## config.mk

```make
export PLATFORM = sky130hd
export DESIGN_NAME = hazard_unit
export DESIGN_NICKNAME = d
export VERILOG_FILES = /design/src/rtl/hazard_unit.sv
export SDC_FILE = /design/constraint.sdc
export NUM_CORES = 1
export LEC_CHECK = 0
export BUFFER_PORTS_ARGS = -buffer_cell sky130_fd_sc_hd__buf_2
export CAP_MARGIN = 20
export CORE_MARGIN = 2
export CORE_UTILIZATION = 40
export CTS_CLUSTER_SIZE = 40
export DETAILED_ROUTE_END_ITERATION = 8
export GPL_ROUTABILITY_DRIVEN = 0
export PLACE_DENSITY_LB_ADDON = 0.1
export SLEW_MARGIN = 20
export SYNTH_ARGS = -nofsm -noshare
export SYNTH_HDL_FRONTEND = slang
export SYNTH_SLANG_ARGS = --single-unit
```

## constraint.sdc

```tcl
create_clock -name clk -period 2.9 [get_ports clk]
set_input_delay 0.29 -clock clk [delete_from_list [all_inputs] [get_ports clk]]
set_output_delay 0.29 -clock clk [all_outputs]
set_load 0.02 [all_outputs]
```

## src/rtl/hazard_unit.sv

```systemverilog
// -----------------------------------------------------------------------------
// hazard_unit
//   Pipeline hazard/control generator for a classic 5-stage pipeline. It drives
//   the load enables and flushes of the PC, IF/ID and ID/EX registers. It
//   detects load-use hazards, branch/jump redirects and syscall halt, and it
//   produces the EX operand forwarding selects. It also counts stall and
//   redirect events for the performance display.
//
// Parameters
//   LD_STALL  bubble cycles inserted per load-use hazard (>= 1)
//   CNT_BITS  width of stall_cnt / flush_cnt (both saturate at all-ones)
//
// Ports
//   clk, rst                      clock, synchronous active-high reset
//   id_valid, id_r{1,2}_num/used  ID-stage instruction and its source operands
//   ex_valid, ex_ld, ex_regwrite,
//   ex_write, ex_r{1,2}_num       ID/EX register outputs
//   mem_regwrite, mem_write       EX/MEM destination
//   wb_regwrite, wb_write         MEM/WB destination
//   ex_redirect, ex_halt, resume  redirect / halt / release-halt events
//   pc_en, if_id_en, id_ex_en     register load enables
//   if_id_zero, id_ex_zero        register flushes
//   fwd_a_sel, fwd_b_sel          00 regfile, 01 EX/MEM, 10 MEM/WB
//   halted                        1 while in HALT
//   stall_cnt, flush_cnt          saturating event counters
// -----------------------------------------------------------------------------
module hazard_unit #(
    parameter int LD_STALL = 1,
    parameter int CNT_BITS = 32
) (
    input  logic                clk,
    input  logic                rst,
    input  logic                id_valid,
    input  logic [5:0]          id_r1_num,
    input  logic                id_r1_used,
    input  logic [5:0]          id_r2_num,
    input  logic                id_r2_used,
    input  logic                ex_valid,
    input  logic                ex_ld,
    input  logic                ex_regwrite,
    input  logic [5:0]          ex_write,
    input  logic [5:0]          ex_r1_num,
    input  logic [5:0]          ex_r2_num,
    input  logic                mem_regwrite,
    input  logic [5:0]          mem_write,
    input  logic                wb_regwrite,
    input  logic [5:0]          wb_write,
    input  logic                ex_redirect,
    input  logic                ex_halt,
    input  logic                resume,
    output logic                pc_en,
    output logic                if_id_en,
    output logic                if_id_zero,
    output logic                id_ex_en,
    output logic                id_ex_zero,
    output logic [1:0]          fwd_a_sel,
    output logic [1:0]          fwd_b_sel,
    output logic                halted,
    output logic [CNT_BITS-1:0] stall_cnt,
    output logic [CNT_BITS-1:0] flush_cnt
);

    // The bubble counter only has to hold LD_STALL-1 (the remaining bubbles
    // after the first one, which is issued from RUN).
    localparam int BUB_W = (LD_STALL > 1) ? $clog2(LD_STALL) : 1;
    localparam logic [BUB_W-1:0] BUB_LOAD = BUB_W'(LD_STALL - 1);

    typedef enum logic [1:0] {
        ST_RUN   = 2'd0,
        ST_LDUSE = 2'd1,
        ST_HALT  = 2'd2
    } state_t;

    state_t                state_reg;
    state_t                state_next;
    logic [BUB_W-1:0]      bub_cnt_reg;
    logic [BUB_W-1:0]      bub_cnt_next;
    logic [CNT_BITS-1:0]   stall_cnt_reg;
    logic [CNT_BITS-1:0]   flush_cnt_reg;
    logic                  stall_inc;
    logic                  flush_inc;

    // ------------------------------------------------------------------
    // Load-use detection: one comparator per ID source operand.
    // ------------------------------------------------------------------
    logic [5:0] id_src_num  [2];
    logic       id_src_used [2];
    logic       id_src_hit  [2];

    assign id_src_num[0]  = id_r1_num;
    assign id_src_num[1]  = id_r2_num;
    assign id_src_used[0] = id_r1_used;
    assign id_src_used[1] = id_r2_used;

    logic ex_load_dest;
    // Register 0 is hard-wired zero, so a load targeting it never hazards.
    assign ex_load_dest = ex_valid && ex_ld && ex_regwrite && (ex_write != 6'd0);

    genvar gi;
    generate
        for (gi = 0; gi < 2; gi++) begin : g_lu
            assign id_src_hit[gi] = id_src_used[gi] && (id_src_num[gi] == ex_write);
        end
    endgenerate

    logic lu_hit;
    assign lu_hit = id_valid && ex_load_dest && (id_src_hit[0] || id_src_hit[1]);

    // ------------------------------------------------------------------
    // Forwarding: EX/MEM is younger than MEM/WB, so it takes precedence.
    // ------------------------------------------------------------------
    logic [5:0] ex_src_num [2];
    logic [1:0] fwd_raw    [2];

    assign ex_src_num[0] = ex_r1_num;
    assign ex_src_num[1] = ex_r2_num;

    generate
        for (gi = 0; gi < 2; gi++) begin : g_fwd
            logic mem_match;
            logic wb_match;
            assign mem_match = mem_regwrite && (mem_write != 6'd0) &&
                               (mem_write == ex_src_num[gi]);
            assign wb_match  = wb_regwrite && (wb_write != 6'd0) &&
                               (wb_write == ex_src_num[gi]);
            assign fwd_raw[gi] = mem_match ? 2'b01 :
                                 wb_match  ? 2'b10 : 2'b00;
        end
    endgenerate

    // ------------------------------------------------------------------
    // Control decode. Outputs are combinational from state + inputs so the
    // pipeline registers react in the same cycle the hazard is seen.
    // Priority in RUN: halt > redirect > load-use.
    // ------------------------------------------------------------------
    always_comb begin
        pc_en        = 1'b1;
        if_id_en     = 1'b1;
        id_ex_en     = 1'b1;
        if_id_zero   = 1'b0;
        id_ex_zero   = 1'b0;
        fwd_a_sel    = fwd_raw[0];
        fwd_b_sel    = fwd_raw[1];
        stall_inc    = 1'b0;
        flush_inc    = 1'b0;
        state_next   = state_reg;
        bub_cnt_next = bub_cnt_reg;

        case (state_reg)
            ST_RUN: begin
                if (ex_valid && ex_halt) begin
                    // Freeze everything; the halting instruction stays in EX.
                    pc_en      = 1'b0;
                    if_id_en   = 1'b0;
                    id_ex_en   = 1'b0;
                    state_next = ST_HALT;
                end else if (ex_redirect) begin
                    // Squash the two wrong-path instructions behind EX.
                    if_id_zero = 1'b1;
                    id_ex_zero = 1'b1;
                    flush_inc  = 1'b1;
                end else if (lu_hit) begin
                    // Hold PC and IF/ID, insert a bubble into ID/EX.
                    pc_en      = 1'b0;
                    if_id_en   = 1'b0;
                    id_ex_zero = 1'b1;
                    stall_inc  = 1'b1;
                    if (LD_STALL > 1) begin
                        state_next   = ST_LDUSE;
                        bub_cnt_next = BUB_LOAD;
                    end
                end
            end

            ST_LDUSE: begin
                // EX holds a bubble here, so redirect/halt cannot occur.
                pc_en      = 1'b0;
                if_id_en   = 1'b0;
                id_ex_zero = 1'b1;
                stall_inc  = 1'b1;
                if (bub_cnt_reg <= BUB_W'(1)) begin
                    state_next   = ST_RUN;
                    bub_cnt_next = '0;
                end else begin
                    bub_cnt_next = bub_cnt_reg - BUB_W'(1);
                end
            end

            ST_HALT: begin
                pc_en    = 1'b0;
                if_id_en = 1'b0;
                id_ex_en = 1'b0;
                if (resume) begin
                    state_next = ST_RUN;
                end
            end

            default: begin
                state_next   = ST_RUN;
                bub_cnt_next = '0;
            end
        endcase

        // During reset the pipeline is held empty regardless of state.
        if (rst) begin
            pc_en      = 1'b0;
            if_id_en   = 1'b0;
            id_ex_en   = 1'b0;
            if_id_zero = 1'b1;
            id_ex_zero = 1'b1;
            fwd_a_sel  = 2'b00;
            fwd_b_sel  = 2'b00;
            stall_inc  = 1'b0;
            flush_inc  = 1'b0;
        end
    end

    // ------------------------------------------------------------------
    // State and saturating counters.
    // ------------------------------------------------------------------
    always_ff @(posedge clk) begin
        if (rst) begin
            state_reg     <= ST_RUN;
            bub_cnt_reg   <= '0;
            stall_cnt_reg <= '0;
            flush_cnt_reg <= '0;
        end else begin
            state_reg   <= state_next;
            bub_cnt_reg <= bub_cnt_next;
            if (stall_inc && (stall_cnt_reg != {CNT_BITS{1'b1}})) begin
                stall_cnt_reg <= stall_cnt_reg + CNT_BITS'(1);
            end
            if (flush_inc && (flush_cnt_reg != {CNT_BITS{1'b1}})) begin
                flush_cnt_reg <= flush_cnt_reg + CNT_BITS'(1);
            end
        end
    end

    assign halted    = (state_reg == ST_HALT);
    assign stall_cnt = stall_cnt_reg;
    assign flush_cnt = flush_cnt_reg;

endmodule
```

==> reports/metrics.csv, run 1 <==
stage;metric;value;unit
floorplan;dieArea;10500;µm²
floorplan;ioPinCount;129;
pwr;switching_share;23.9;%
outcome;status;complete, no violations;
floorplan;die_w;103;µm
sta;hold_slack;240;ps
final_layout;antenna_cells;0;
clocking;cts_made_buffers;9;
detailed_routing;wirelength;10400;µm
sta;drv_slew;0;
global_route;gr-total-overflow;0;
hold_path;hold-path-cell-count;3;
pwr;p_sw;432;µW
sta;period_share;82.6;%
clocking;ctsHoldBuffers;0;
final_layout;fin_cells;743;
sta;maxSlewHeadroom;58.7;%
pwr;internal-power;1370;µW
worst_setup_path;critPathKind;flop to flop;
sta;fin_skew;6.09;ps
final_layout;finalNetCount;666;
yosys;ys.warnings.count;0;
yosys;yosysTopAreaCell;dfxtp_1;
final_layout;multiInputGateArea;2450;µm²
detailed_routing;firstDrtPassIters;4;
final_layout;area_growth;24.1;%
sta;worst_slew_pin_slew;619;ps
pwr;p_leak;0.00191;µW
floorplan;coreArea;9330;µm²
sta;finalSetupTns;0;ps
clocking;clock_latency;330;ps
clocking;cts_tree;yes;
yosys;yosys_register_bits;65;
pwr;clkPwrFrac;40.7;%
pwr;power_density;374;nW/µm²
sta;finalHoldViolCount;0;
sta;final.min_clock_period;2400;ps
detailed_routing;wl_per_cell;14.1;µm
worst_setup_path;rr_startpoint;flush_cnt[15];
global_route;grt_max_degree;61;
placement;dp.cells;727;
worst_setup_path;ff2ff_path_depth;6;
final_layout;fillCellCount;945;
yosys;yosysUniqueCellTypes;48;
worst_setup_path;r2r_slack;500;ps
yosys;syn_inst;486;
pwr;ir_drop;0.000226;V
yosys;syn_avg_cell_area;8.00;µm²
global_route;grt_usage;20.2;%
worst_setup_path;crit_path_start_kind;flop;
detailed_routing;num_vias;3987;
sta;grt_setup_unrepaired;no;
placement;hpwlAfterDp;7700;µm
global_route;grt_pass1_wl;17300;µm
global_route;antenna_found_initial;0;
clocking;root_buffer;clkbuf_8;
worst_setup_path;cp.arrival;2580;ps
yosys;synthTopCellsByArea;dfxtp_1 (33%), xnor2_1 (7.7%), xor2_1 (6.8%);
yosys;synth_edf_count;0;
detailed_routing;post_drt_via_cell_ratio;5.37;
sta;setup_viol;0;
yosys;synth_async_sr_flop_share;0;%
pwr;seqPwrFrac;49.8;%
yosys;synth_ff_type;dfxtp_1;
hold_path;hold_path_end;state_reg[1];
worst_setup_path;cp_data_required_time;3090;ps
final_layout;final_cell_mix;buf_2 (128), dfxtp_1 (65), nor2_1 (58);
worst_setup_path;cp_max_fo;11;
floorplan;initial_core_util;41.7;%
hold_path;min_from;resume;
yosys;netlist_area;3890;µm²
detailed_routing;drt_iter0_drc;129;
floorplan;rows;35;
clocking;cts_buffer_depth;2;
floorplan;die_h;103;µm
yosys;syn_nets;543;
clocking;clkTransAtPathRegs;70;ps
final_layout;regArea;1300;µm²
global_route;grt_pass1_vias;3804;
detailed_routing;ant_nets;0;
yosys;synth_top_area_share;33.5;%
clocking;cts_sinks;65;
sta;clock.fmax;0.418;GHz
final_layout;layout_commonest_cell;buf_2;
pwr;combPwrFrac;9.5;%
yosys;synth-seq-area-share;33.5;%
flow_run;max-cap-violations;0;
hold_path;min_path_type;primary input to flop;
clocking;postCtsSetupBuffers;0;
clocking;cts_resized;0;
clocking;ctsHtreeMaxLevel;3;
worst_setup_path;cp-end-kind;flop;
detailed_routing;drcViolationCount;0;
placement;place.port_buffers;128;
worst_setup_path;rr_endpoint;flush_cnt[11];
final_layout;layout-drive-gt1-share;27.5;%
## how the worst max path moves through the flow
stage                       start             to  slack (ps)
CTS                 stall_cnt[17]  stall_cnt[20]         500
global placement    flush_cnt[22]  flush_cnt[10]         580
floorplan           flush_cnt[14]  flush_cnt[11]         560
detailed placement  stall_cnt[17]  stall_cnt[20]         510
global route        stall_cnt[17]  stall_cnt[12]         270
finish              flush_cnt[15]  flush_cnt[11]         500
## cell families (layout without fill, tap and decap cells)
logic type / Yosys count / count (layout) / synth area share, %
buffers and inverters: 28 / 156 / 3.51
adder cells (fa/ha/maj): 2 / 2 / 0.643
flip-flops: 65 / 65 / 33.5
XOR/XNOR: 64 / 64 / 14.4
multiplexers: 11 / 11 / 3.18
AO/OA/AOI/OAI: 60 / 60 / 9.42
AND/OR/NAND/NOR: 256 / 256 / 35.4
## metal layers
metal | wire length (µm) | vias to the layer above | track usage [%]
met4 | 178 | 0 | 7.28
met5 | 0 | - | 0
met2 | 5050 | 105 | 35.4
met1 | 4770 | 1840 | 24.6
met3 | 444 | 20 | 3.93
li1 | - | 2022 | -
## power by group through the flow
| stage | clock (µW) | combinational (µW) | sequential, µW |
|---|---|---|---|
| finish | 736 | 171 | 899 |
| global route | 796 | 188 | 899 |
| CTS | 761 | 173 | 899 |
| detailed placement | 0 | 172 | 919 |
| global placement | 0 | 168 | 919 |
| floorplan | 0 | 93.1 | 922 |
## cell type report
type,count,area share (%)
clock buffers,14,3.78
multi-input cells,393,50.8
inverters,6,0.466
flip-flops and latches,65,27.0
clock inverters,2,0.207
repair buffers,134,14.5
well taps,129,3.34
## through the flow
step | utilization, % | cell area [µm²] | power [µW] | setup slack [ps]
after floorplan | - | 3890 | 1010 | 559
after global placement | 49.7 | 4640 | 1090 | 576
after detailed placement | 49.7 | 4640 | 1090 | 513
after CTS | 51.8 | 4830 | 1830 | 503
after global routing | 51.8 | 4830 | 1880 | 272
final | 51.8 | 4830 | 1810 | 505
## synthesized netlist by cell type (12+ instances only)
cell type / count
dfxtp_1: 65
nor2_1: 58
nand3_1: 38
xnor2_1: 34
nand4_1: 30
xor2_1: 30
nand2_1: 28
a21oi_1: 23
nor3_1: 23
clkbuf_1: 15
o21ai_0: 14
and3_1: 12
or3_1: 12
## worst max-delay path, cell delays in order (launching register included)
cell     delay (ps)
dfxtp_1         440
nand4_2         180
or4_1           660
or4_4           620
nand3_1         130
xor2_1          160
nor2_1           60
No activity file was read; power rests on OpenSTA's default activity.
==> inputs of run 2 (changes only) <==
clock period = 2.32 ns   (was 2.9 ns; I/O delays follow)
==> run 2 against run 1 <==
Sequential power is 25% higher. Worst hold slack worse by 82 ps. Sequential cell count unchanged. Clock power is 20% higher. Combinational power up 27%. Fmax up 9.2%. Clock skew grew 4.6 ps. Largest power group unchanged. Largest cell class unchanged. Critical path depth did not move. Cell count increased by 3.1%.
==> reports/metrics.csv, run 2 (synthesis gave the netlist of run 1 again) <==
stage;metric;value;unit
flow_run;max-cap-violations;0;
final_layout;area_growth;28.8;%
detailed_routing;num_vias;4061;
worst_setup_path;cp.arrival;2420;ps
sta;finalSetupTns;0;ps
worst_setup_path;crit_path_start_kind;flop;
worst_setup_path;cp_data_required_time;2540;ps
detailed_routing;wirelength;10700;µm
floorplan;die_w;103;µm
final_layout;finalNetCount;689;
pwr;p_leak;0.00201;µW
sta;worst_slew_pin_slew;593;ps
pwr;power;2220;µW
pwr;power_density;443;nW/µm²
global_route;grt_pass1_vias;3773;
detailed_routing;wl_per_cell;14.0;µm
placement;place.port_buffers;128;
floorplan;die_h;103;µm
clocking;ctsHtreeMaxLevel;3;
clocking;clkTransAtPathRegs;80;ps
sta;period_share;94.5;%
sta;finalHoldViolCount;0;
global_route;grt_max_degree;52;
clocking;cts_made_buffers;9;
final_layout;layout_commonest_cell;buf_2;
worst_setup_path;cp_max_fo;11;
final_layout;layout-drive-gt1-share;31.1;%
detailed_routing;ant_nets;0;
sta;final.min_clock_period;2190;ps
hold_path;min_path_type;primary input to flop;
worst_setup_path;critPathKind;flop to flop;
final_layout;fin_util;53.7;%
floorplan;dieArea;10500;µm²
detailed_routing;drcViolationCount;0;
clocking;clock_latency;350;ps
final_layout;antenna_cells;0;
clocking;cts_sinks;65;
outcome;status;complete, no violations;
final_layout;fin_area;5010;µm²
sta;grt_setup_unrepaired;no;
global_route;antenna_found_initial;0;
sta;fin_skew;10.7;ps
sta;hold_slack;158;ps
floorplan;initial_core_util;41.7;%
clocking;cts_buffer_depth;2;
floorplan;rows;35;
sta;drv_slew;0;
detailed_routing;drt_iter0_drc;131;
clocking;cts_tree;yes;
pwr;ir_drop;0.000201;V
clocking;ctsHoldBuffers;0;
final_layout;final_cell_mix;buf_2 (128), dfxtp_1 (61), nor2_1 (58);
sta;maxSlewHeadroom;60.1;%
global_route;gr-total-overflow;0;
clocking;root_buffer;clkbuf_8;
detailed_routing;post_drt_via_cell_ratio;5.30;
sta;clock.fmax;0.456;GHz
sta;setup_viol;0;
global_route;grt_pass1_wl;17900;µm
floorplan;ioPinCount;129;
placement;placed_cell_area;4830;µm²
placement;hpwlAfterDp;8090;µm
global_route;grt_usage;21.0;%
worst_setup_path;cp-end-kind;flop;
detailed_routing;firstDrtPassIters;4;
floorplan;coreArea;9330;µm²
-- run 2: area by class of cell --
| cell class | instances | area (µm²) |
|---|---|---|
| Multi-Input combinational cell | 393 | 2460 |
| Clock buffer | 10 | 138 |
| Tap cell | 129 | 161 |
| Sequential cell | 65 | 1310 |
| Clock inverter | 6 | 43.8 |
| Inverter | 6 | 22.5 |
| Fill cell | 958 | 4320 |
| Timing Repair Buffer | 157 | 883 |
-- run 2: final timing paths --
| check | startpoint | slack (ps) | cells after the start | endpoint |
|---|---|---|---|---|
| setup / recovery | flush_cnt[23] | 130 | 6 | flush_cnt[8] |
| hold / removal | resume | 160 | 3 | state_reg[1] |
| setup reg to reg | flush_cnt[23] | 130 | 6 | flush_cnt[8] |
| hold reg to reg | stall_cnt[28] | 510 | 2 | stall_cnt[28] |
-- run 2: worst max-delay path, cell delays in order (launching register included) --
cell and delay [ps]:
dfxtp_1 390, nand3_1 130, or4_4 600, or4_4 590
nand4_1 150, xor2_1 160, nor2_1 50
-- run 2: repair_timing --
| item | CTS | global route |
|---|---|---|
| gates resized for setup | 0 | 1 |
| endpoints found under the setup margin | 0 | 11 |
| setup buffers | 0 | 0 |
-- run 2: power by group --
part	switching (µW)	internal, µW
Combinational	119	97.9
Clock	466	416
Sequential	2.96	1120
Total	588	1630
-- run 2: stage by stage --
step / setup slack (ps) / cells
6_report: 127 / 766
3_3_place_gp: 86.9 / 750
2_1_floorplan: 2.83 / 486
4_1_cts: 21.0 / 766
5_1_grt: 15.9 / 766
3_5_place_dp: 70.4 / 750
-- run 2: layer usage --
metal	share of wire, %	GRT usage, %	up-vias
li1	-	-	2065
met1	45	26.3	1899
met2	50	36.7	88
met3	4.5	5.08	9
met4	0.89	4.62	0
met5	0	0	-
